**src/rtl/ccc_apb_cfg_master_if.sv**
```systemverilog
// rtl/ccc_apb_cfg_master_if.sv - command/response, APB and PLL signal bundle for ccc_apb_cfg_master
interface ccc_apb_cfg_master_if;
  logic       cmd_valid;
  logic       cmd_ready;
  logic [1:0] cmd_op;
  logic [5:0] cmd_addr;
  logic [7:0] cmd_wdata;
  logic       rsp_valid;
  logic [7:0] rsp_rdata;
  logic       rsp_err;
  logic       PSEL;
  logic       PENABLE;
  logic       PWRITE;
  logic [5:0] PADDR;
  logic [7:0] PWDATA;
  logic [7:0] PRDATA;
  logic       BUSY;
  logic       LOCK;
  logic       PLL_ARST_N;

  modport master (
    input  cmd_valid, cmd_op, cmd_addr, cmd_wdata, PRDATA, BUSY, LOCK,
    output cmd_ready, rsp_valid, rsp_rdata, rsp_err,
    output PSEL, PENABLE, PWRITE, PADDR, PWDATA, PLL_ARST_N
  );

  modport slave (
    output cmd_valid, cmd_op, cmd_addr, cmd_wdata, PRDATA, BUSY, LOCK,
    input  cmd_ready, rsp_valid, rsp_rdata, rsp_err,
    input  PSEL, PENABLE, PWRITE, PADDR, PWDATA, PLL_ARST_N
  );
endinterface

```
**src/rtl/ccc_apb_cfg_master.sv**
```systemverilog
// rtl/ccc_apb_cfg_master.sv - APB configuration master for the CCC with PLL reload sequencing
// Optional macro CCC_CFG_READBACK_VERIFY_EN: every write is followed by a verifying read of the same address.
module ccc_apb_cfg_master #(
  parameter int RST_CYCLES   = 16,
  parameter int LOCK_TIMEOUT = 4096,
  parameter int BUSY_TIMEOUT = 64
) (
  input logic                  PCLK,
  input logic                  PRESET_N,
  ccc_apb_cfg_master_if.master bus
);
  localparam int CNT_MAX = (LOCK_TIMEOUT > BUSY_TIMEOUT) ?
                           ((LOCK_TIMEOUT > RST_CYCLES) ? LOCK_TIMEOUT : RST_CYCLES) :
                           ((BUSY_TIMEOUT > RST_CYCLES) ? BUSY_TIMEOUT : RST_CYCLES);
  localparam int CNT_W = $clog2(CNT_MAX + 1);

  localparam logic [CNT_W-1:0] RST_LAST  = CNT_W'(RST_CYCLES - 1);
  localparam logic [CNT_W-1:0] LOCK_LAST = CNT_W'(LOCK_TIMEOUT - 1);
  localparam logic [CNT_W-1:0] BUSY_LAST = CNT_W'(BUSY_TIMEOUT - 1);

  localparam logic [1:0] OP_WRITE  = 2'b00;
  localparam logic [1:0] OP_READ   = 2'b01;
  localparam logic [1:0] OP_RELOAD = 2'b10;

  typedef enum logic [2:0] {
    S_IDLE, S_SETUP, S_ACCESS, S_PLLRST, S_LOCKWAIT, S_DONE
  } state_t;

  state_t           r_state, w_state_nxt;
  logic [1:0]       r_op;
  logic [5:0]       r_addr;
  logic [7:0]       r_wdata;
  logic             r_pwrite, w_pwrite_nxt;
  logic             r_ready_en;
  logic             r_lock_meta, r_lock_sync;
  logic [CNT_W-1:0] r_cnt;
  logic [7:0]       r_rsp_rdata, w_rsp_rdata_nxt;
  logic             r_rsp_err, w_rsp_err_nxt;
  logic             w_accept;

  always_comb begin
    w_state_nxt     = r_state;
    w_pwrite_nxt    = r_pwrite;
    w_rsp_rdata_nxt = r_rsp_rdata;
    w_rsp_err_nxt   = r_rsp_err;
    w_accept        = 1'b0;
    unique case (r_state)
      S_IDLE: begin
        if (bus.cmd_valid && r_ready_en) begin
          w_accept     = 1'b1;
          w_pwrite_nxt = (bus.cmd_op == OP_WRITE);
          case (bus.cmd_op)
            OP_WRITE, OP_READ: w_state_nxt = S_SETUP;
            OP_RELOAD:         w_state_nxt = S_PLLRST;
            default: begin
              w_state_nxt     = S_DONE;
              w_rsp_rdata_nxt = 8'h00;
              w_rsp_err_nxt   = 1'b1;
            end
          endcase
        end
      end
      S_SETUP: w_state_nxt = S_ACCESS;
      S_ACCESS: begin
        if (!bus.BUSY) begin
          if (r_op == OP_READ) begin
            w_state_nxt     = S_DONE;
            w_rsp_rdata_nxt = bus.PRDATA;
            w_rsp_err_nxt   = 1'b0;
          end
`ifdef CCC_CFG_READBACK_VERIFY_EN
          // A write keeps PWRITE high only in its first access; PWRITE low marks the readback.
          else if (r_pwrite) begin
            w_state_nxt  = S_SETUP;
            w_pwrite_nxt = 1'b0;
          end else begin
            w_state_nxt     = S_DONE;
            w_rsp_rdata_nxt = bus.PRDATA;
            w_rsp_err_nxt   = (bus.PRDATA != r_wdata);
          end
`else
          else begin
            w_state_nxt     = S_DONE;
            w_rsp_rdata_nxt = r_wdata;
            w_rsp_err_nxt   = 1'b0;
          end
`endif
        end else if (r_cnt == BUSY_LAST) begin
          w_state_nxt     = S_DONE;
          w_rsp_rdata_nxt = 8'h00;
          w_rsp_err_nxt   = 1'b1;
        end
      end
      S_PLLRST: begin
        if (r_cnt == RST_LAST) w_state_nxt = S_LOCKWAIT;
      end
      S_LOCKWAIT: begin
        // Lock is tested first so it wins over a timeout in the same cycle.
        if (r_lock_sync) begin
          w_state_nxt     = S_DONE;
          w_rsp_rdata_nxt = 8'h00;
          w_rsp_err_nxt   = 1'b0;
        end else if (r_cnt == LOCK_LAST) begin
          w_state_nxt     = S_DONE;
          w_rsp_rdata_nxt = 8'h00;
          w_rsp_err_nxt   = 1'b1;
        end
      end
      S_DONE:  w_state_nxt = S_IDLE;
      default: w_state_nxt = S_IDLE;
    endcase
  end

  always_ff @(posedge PCLK or negedge PRESET_N) begin
    if (!PRESET_N) begin
      r_state     <= S_IDLE;
      r_op        <= 2'b00;
      r_addr      <= 6'd0;
      r_wdata     <= 8'd0;
      r_pwrite    <= 1'b0;
      r_ready_en  <= 1'b0;
      r_lock_meta <= 1'b0;
      r_lock_sync <= 1'b0;
      r_cnt       <= '0;
      r_rsp_rdata <= 8'd0;
      r_rsp_err   <= 1'b0;
    end else begin
      r_state     <= w_state_nxt;
      r_pwrite    <= w_pwrite_nxt;
      r_ready_en  <= 1'b1;
      r_lock_meta <= bus.LOCK;
      r_lock_sync <= r_lock_meta;
      r_rsp_rdata <= w_rsp_rdata_nxt;
      r_rsp_err   <= w_rsp_err_nxt;
      if (w_accept) begin
        r_op    <= bus.cmd_op;
        r_addr  <= bus.cmd_addr;
        r_wdata <= bus.cmd_wdata;
      end
      // One shared counter: cleared on every state change, saturating otherwise.
      if (w_state_nxt != r_state) r_cnt <= '0;
      else if (r_cnt != '1)       r_cnt <= r_cnt + 1'b1;
    end
  end

  assign bus.cmd_ready  = (r_state == S_IDLE) && r_ready_en;
  assign bus.rsp_valid  = (r_state == S_DONE);
  assign bus.rsp_rdata  = r_rsp_rdata;
  assign bus.rsp_err    = r_rsp_err;
  assign bus.PSEL       = (r_state == S_SETUP) || (r_state == S_ACCESS);
  assign bus.PENABLE    = (r_state == S_ACCESS);
  assign bus.PWRITE     = r_pwrite;
  assign bus.PADDR      = r_addr;
  assign bus.PWDATA     = r_wdata;
  assign bus.PLL_ARST_N = (r_state != S_PLLRST);
endmodule

```
**src/flat_wrapper.sv**
```systemverilog
// flat-port wrapper written by rule: the top's interface ports become plain ports
module ccc_apb_cfg_master_flat 
#(
  parameter int RST_CYCLES   = 16,
  parameter int LOCK_TIMEOUT = 4096,
  parameter int BUSY_TIMEOUT = 64
)
  (PCLK, PRESET_N, bus_cmd_valid, bus_cmd_op, bus_cmd_addr, bus_cmd_wdata, bus_PRDATA, bus_BUSY, bus_LOCK, bus_cmd_ready, bus_rsp_valid, bus_rsp_rdata, bus_rsp_err, bus_PSEL, bus_PENABLE, bus_PWRITE, bus_PADDR, bus_PWDATA, bus_PLL_ARST_N);
  ccc_apb_cfg_master_if bus_i ();
  input logic PCLK;
  input logic PRESET_N;
  input wire logic [$bits(bus_i.cmd_valid)-1:0] bus_cmd_valid;
  input wire logic [$bits(bus_i.cmd_op)-1:0] bus_cmd_op;
  input wire logic [$bits(bus_i.cmd_addr)-1:0] bus_cmd_addr;
  input wire logic [$bits(bus_i.cmd_wdata)-1:0] bus_cmd_wdata;
  input wire logic [$bits(bus_i.PRDATA)-1:0] bus_PRDATA;
  input wire logic [$bits(bus_i.BUSY)-1:0] bus_BUSY;
  input wire logic [$bits(bus_i.LOCK)-1:0] bus_LOCK;
  output wire logic [$bits(bus_i.cmd_ready)-1:0] bus_cmd_ready;
  output wire logic [$bits(bus_i.rsp_valid)-1:0] bus_rsp_valid;
  output wire logic [$bits(bus_i.rsp_rdata)-1:0] bus_rsp_rdata;
  output wire logic [$bits(bus_i.rsp_err)-1:0] bus_rsp_err;
  output wire logic [$bits(bus_i.PSEL)-1:0] bus_PSEL;
  output wire logic [$bits(bus_i.PENABLE)-1:0] bus_PENABLE;
  output wire logic [$bits(bus_i.PWRITE)-1:0] bus_PWRITE;
  output wire logic [$bits(bus_i.PADDR)-1:0] bus_PADDR;
  output wire logic [$bits(bus_i.PWDATA)-1:0] bus_PWDATA;
  output wire logic [$bits(bus_i.PLL_ARST_N)-1:0] bus_PLL_ARST_N;
  assign bus_i.cmd_valid = bus_cmd_valid;
  assign bus_i.cmd_op = bus_cmd_op;
  assign bus_i.cmd_addr = bus_cmd_addr;
  assign bus_i.cmd_wdata = bus_cmd_wdata;
  assign bus_i.PRDATA = bus_PRDATA;
  assign bus_i.BUSY = bus_BUSY;
  assign bus_i.LOCK = bus_LOCK;
  assign bus_cmd_ready = bus_i.cmd_ready;
  assign bus_rsp_valid = bus_i.rsp_valid;
  assign bus_rsp_rdata = bus_i.rsp_rdata;
  assign bus_rsp_err = bus_i.rsp_err;
  assign bus_PSEL = bus_i.PSEL;
  assign bus_PENABLE = bus_i.PENABLE;
  assign bus_PWRITE = bus_i.PWRITE;
  assign bus_PADDR = bus_i.PADDR;
  assign bus_PWDATA = bus_i.PWDATA;
  assign bus_PLL_ARST_N = bus_i.PLL_ARST_N;
  ccc_apb_cfg_master #(.RST_CYCLES(RST_CYCLES), .LOCK_TIMEOUT(LOCK_TIMEOUT), .BUSY_TIMEOUT(BUSY_TIMEOUT)) u_core (.PCLK(PCLK), .PRESET_N(PRESET_N), .bus(bus_i));
endmodule
```
**config.mk**
```make
export PLATFORM = sky130hd
export DESIGN_NAME = ccc_apb_cfg_master_flat
export DESIGN_NICKNAME = d
export VERILOG_FILES = /design/src/rtl/ccc_apb_cfg_master_if.sv /design/src/rtl/ccc_apb_cfg_master.sv /design/src/flat_wrapper.sv
export SDC_FILE = /design/constraint.sdc
export NUM_CORES = 1
export LEC_CHECK = 0
export ABC_CLOCK_PERIOD_IN_PS = 2300
export BUFFER_PORTS_ARGS = -buffer_cell sky130_fd_sc_hd__buf_4
export CORE_UTILIZATION = 47
export DETAILED_ROUTE_END_ITERATION = 16
export GPL_TIMING_DRIVEN = 1
export PLACE_DENSITY = 0.75
export SYNTH_ARGS = -nofsm -noshare
export SYNTH_HDL_FRONTEND = slang
export SYNTH_SLANG_ARGS = --single-unit
export TNS_END_PERCENT = 5
```
**constraint.sdc**
```tcl
create_clock -name PCLK -period 2.3 [get_ports PCLK]
set_clock_uncertainty 0.15 [all_clocks]
set_input_delay 0.46 -clock PCLK [delete_from_list [all_inputs] [get_ports PCLK]]
set_output_delay 0.46 -clock PCLK [all_outputs]
set_load 0.01 [all_outputs]
```
==> results.json <==
{
  "status": "finished with violations",
  "violations": "hold timing",
  "use_met2": 0.310,
  "grt_pass1_wl_um": 8000,
  "wl_um": 4940,
  "synth_top_area_share": 0.513,
  "p_switching_mw": 1.18,
  "hold_path_class": "in -> async",
  "wire_per_inst_um": 14.1,
  "grt_usage": 0.207,
  "antenna_found_initial": 0,
  "hold_viol_final": 5,
  "dr.pass1.iters": 4,
  "hpwl_um": 3570,
  "syn_nets": 264,
  "finalCritPeriodShare": 0.969,
  "grt.met1_usage": 0.285,
  "worstMarginPinSlew_ps": 572,
  "ir_worst_vdd_mv": 0.645,
  "clk-insertion-delay-late_ps": 310,
  "fin_ws_ps": 71.6,
  "syn2layout_area_growth_pct": 29.0,
  "dr_total_vias": 1939,
  "hold_ws_ps": -10.1,
  "critPathKind": "reg -> reg",
  "cts_tree": "done",
  "use_met3": 0.0548,
  "p_leak_nw": 1.37,
  "cts_root_buffer": "clkbuf_8",
  "finalSetupViolations": 0,
  "grt_max_degree": 46,
  "die_area_mm2": 0.00495,
  "gr-max-usage-layer": "met2",
  "grt-ovfl-total": 0,
  "avgSynthCellArea_um2": 9.39,
  "syn_inst": 234,
  "combPwrFrac": 0.410,
  "synth_ff_type": "dfrtp_1",
  "seq_area_frac_synth": 0.513,
  "maxCapViolCount": 0,
  "clock-sinks": 45,
  "ys_seq_elements": 45,
  "final_antenna_net_count": 0,
  "intPower_mw": 2.04,
  "drv_slew": 0,
  "fin_setup_tns_ps": 0,
  "antenna_cells": 0,
  "netlist_area_mm2": 0.00220,
  "ys_warn_count": 0,
  "die_h_um": 70.4,
  "power.share.switching": 0.366,
  "seq_power_share": 0.402,
  "die_x_um": 70.4,
  "async_reset_ff_frac": 1.00,
  "drive_above_1_share": 0.285,
  "start_util": 0.498,
  "grt_pass1_vias": 1739,
  "clock_tree.buffer_depth": 2,
  "vias_per_cell": 5.54,
  "synth-edff-count": 0,
  "cp_data_required_time_ps": 2340,
  "drt_iter0_markers": 121,
  "yosys-top-cells-area": "dfrtp_1 (51%), nand2_1 (10%), mux2i_1 (4.6%)",
  "htree_num_levels": 2,
  "pwr_density_cell_mw_per_mm2": 1140,
  "final_nets": 327,
  "cts_buffers": 5,
  "synthTopCellsByCount": "nand2_1 (60), dfrtp_1 (45), nor2_1 (19)",
  "pwr-share-clk": 0.188,
  "row_count": 24,
  "yosys.area.top_type": "dfrtp_1",
  "critPathArrivalTime_ps": 2270,
  "fmax_mhz": 449,
  "path_max_fanout": 9,
  "dp_slack_ps": 46.4,
  "min_period_ps": 2230,
  "worst_setup_path_start_kind": "register",
  "end_kind": "register",
  "portBuffers": 57,
  "ys_types": 42,
  "io_pins": 58,
  "drc": 0,
  "clk_pin_slew_ps": 90,
  "post-synth-top-count-cell": "nand2_1",
  "gp_congestion": 0.835,
  "core_mm2": 0.00441,
  "rsz0062_at_grt": "no",
  "slew_headroom": 0.619,
  "cts_setup_buffers": 0
}
[cell type report]
type,instances,area [um2]
Clock buffer,6,72.6
Clock inverter,2,38.8
Fill cell,377,1580
Inverter,6,22.5
Multi-Input combinational cell,172,1010
Sequential cell,45,1130
Tap cell,52,65.1
Timing Repair Buffer,67,503
[placed cells by master, fill, tap and decap left out, types with 4 or more instances in the layout]
master / count
nor3_1: 8
o2bb2ai_1: 8
nor2_1: 19
clkbuf_8: 5
and2_1: 4
dfrtp_1: 45
xnor2_1: 8
inv_1: 6
a21oi_1: 6
buf_4: 67
nand2_1: 60
mux2i_1: 10
nand3_1: 6
[path summary, 6_finish.rpt]
check	startpoint	to	slack, ps	cells past startpoint
setup / recovery	u_core.r_cnt[0]	u_core.bus.rsp_rdata[2]	70	6
hold / removal	PRESET_N	u_core.r_cnt[2]	-10	1
setup reg to reg	u_core.r_cnt[0]	u_core.bus.rsp_rdata[2]	70	6
hold reg to reg	u_core.r_lock_meta	u_core.r_lock_sync	210	0
max in group asynchronous	PRESET_N	u_core.bus.PWDATA[3]	1620	1
min in group PCLK	bus_LOCK	u_core.r_lock_meta	110	1
[state kept, by name, indices dropped and copies added, names as in the netlist]
| register | cells |
|---|---|
| u_core.r_cnt | 13 |
| u_core.bus.PWDATA | 8 |
| u_core.bus.rsp_rdata | 8 |
| u_core.bus.PADDR | 6 |
| u_core.r_state | 3 |
| u_core.r_op | 2 |
| u_core.bus.PWRITE | 1 |
| u_core.bus.rsp_err | 1 |
| u_core.r_lock_meta | 1 |
| u_core.r_lock_sync | 1 |
| u_core.r_ready_en | 1 |
[power groups by stage]
stage	Clock, mW	Combinational (mW)	Sequential [mW]
2_1_floorplan	0	0.706	1.32
3_3_place_gp	0	1.30	1.30
3_5_place_dp	0	1.33	1.30
4_1_cts	0.608	1.33	1.29
5_1_grt	0.642	1.45	1.33
6_report	0.607	1.32	1.29
[layer usage]
metal | part of all wire | wire length [um] | vias up
li1 | - | - | 926
met1 | 0.45 | 2240 | 940
met2 | 0.47 | 2300 | 65
met3 | 0.064 | 315 | 8
met4 | 0.017 | 83 | 0
met5 | 0 | 0 | -
[timing repair]
item,4_1_cts,5_1_grt
setup endpoints to repair,0,9
resized for setup,0,2
hold buffers,0,0
endpoints found under the hold margin,0,0
[critical path, cell delays in order (launching register included)]
cell and delay (ps):
dfrtp_1 410, ha_2 250, nand3_2 140, nor3_1 270
a21oi_1 110, or4b_4 610, o2bb2ai_1 160
[through the flow]
| step | power [mW] | std cells | hold WS [ps] | cell area [um2] | utilization |
|---|---|---|---|---|---|
| floorplan | 2.03 | 234 | 14.4 | 2200 | - |
| global placement | 2.60 | 342 | 185 | 2720 | 0.615 |
| detailed placement | 2.63 | 342 | 192 | 2720 | 0.615 |
| CTS | 3.23 | 350 | 18.0 | 2830 | 0.641 |
| global route | 3.42 | 350 | 36.7 | 2840 | 0.642 |
| finish | 3.22 | 350 | -10.1 | 2840 | 0.642 |
[kinds of logic after synthesis]
group / synth area share
xor gates and xnor gates: 0.0319
AOI/OAI and AO/OA: 0.0934
and+or+nand+nor: 0.277
other: 0.00171
buffers and inverters: 0.0325
DFF: 0.513
muxes: 0.0456
adders and majority gates: 0.00569
Note: power is estimated with default switching activity, not from simulation.
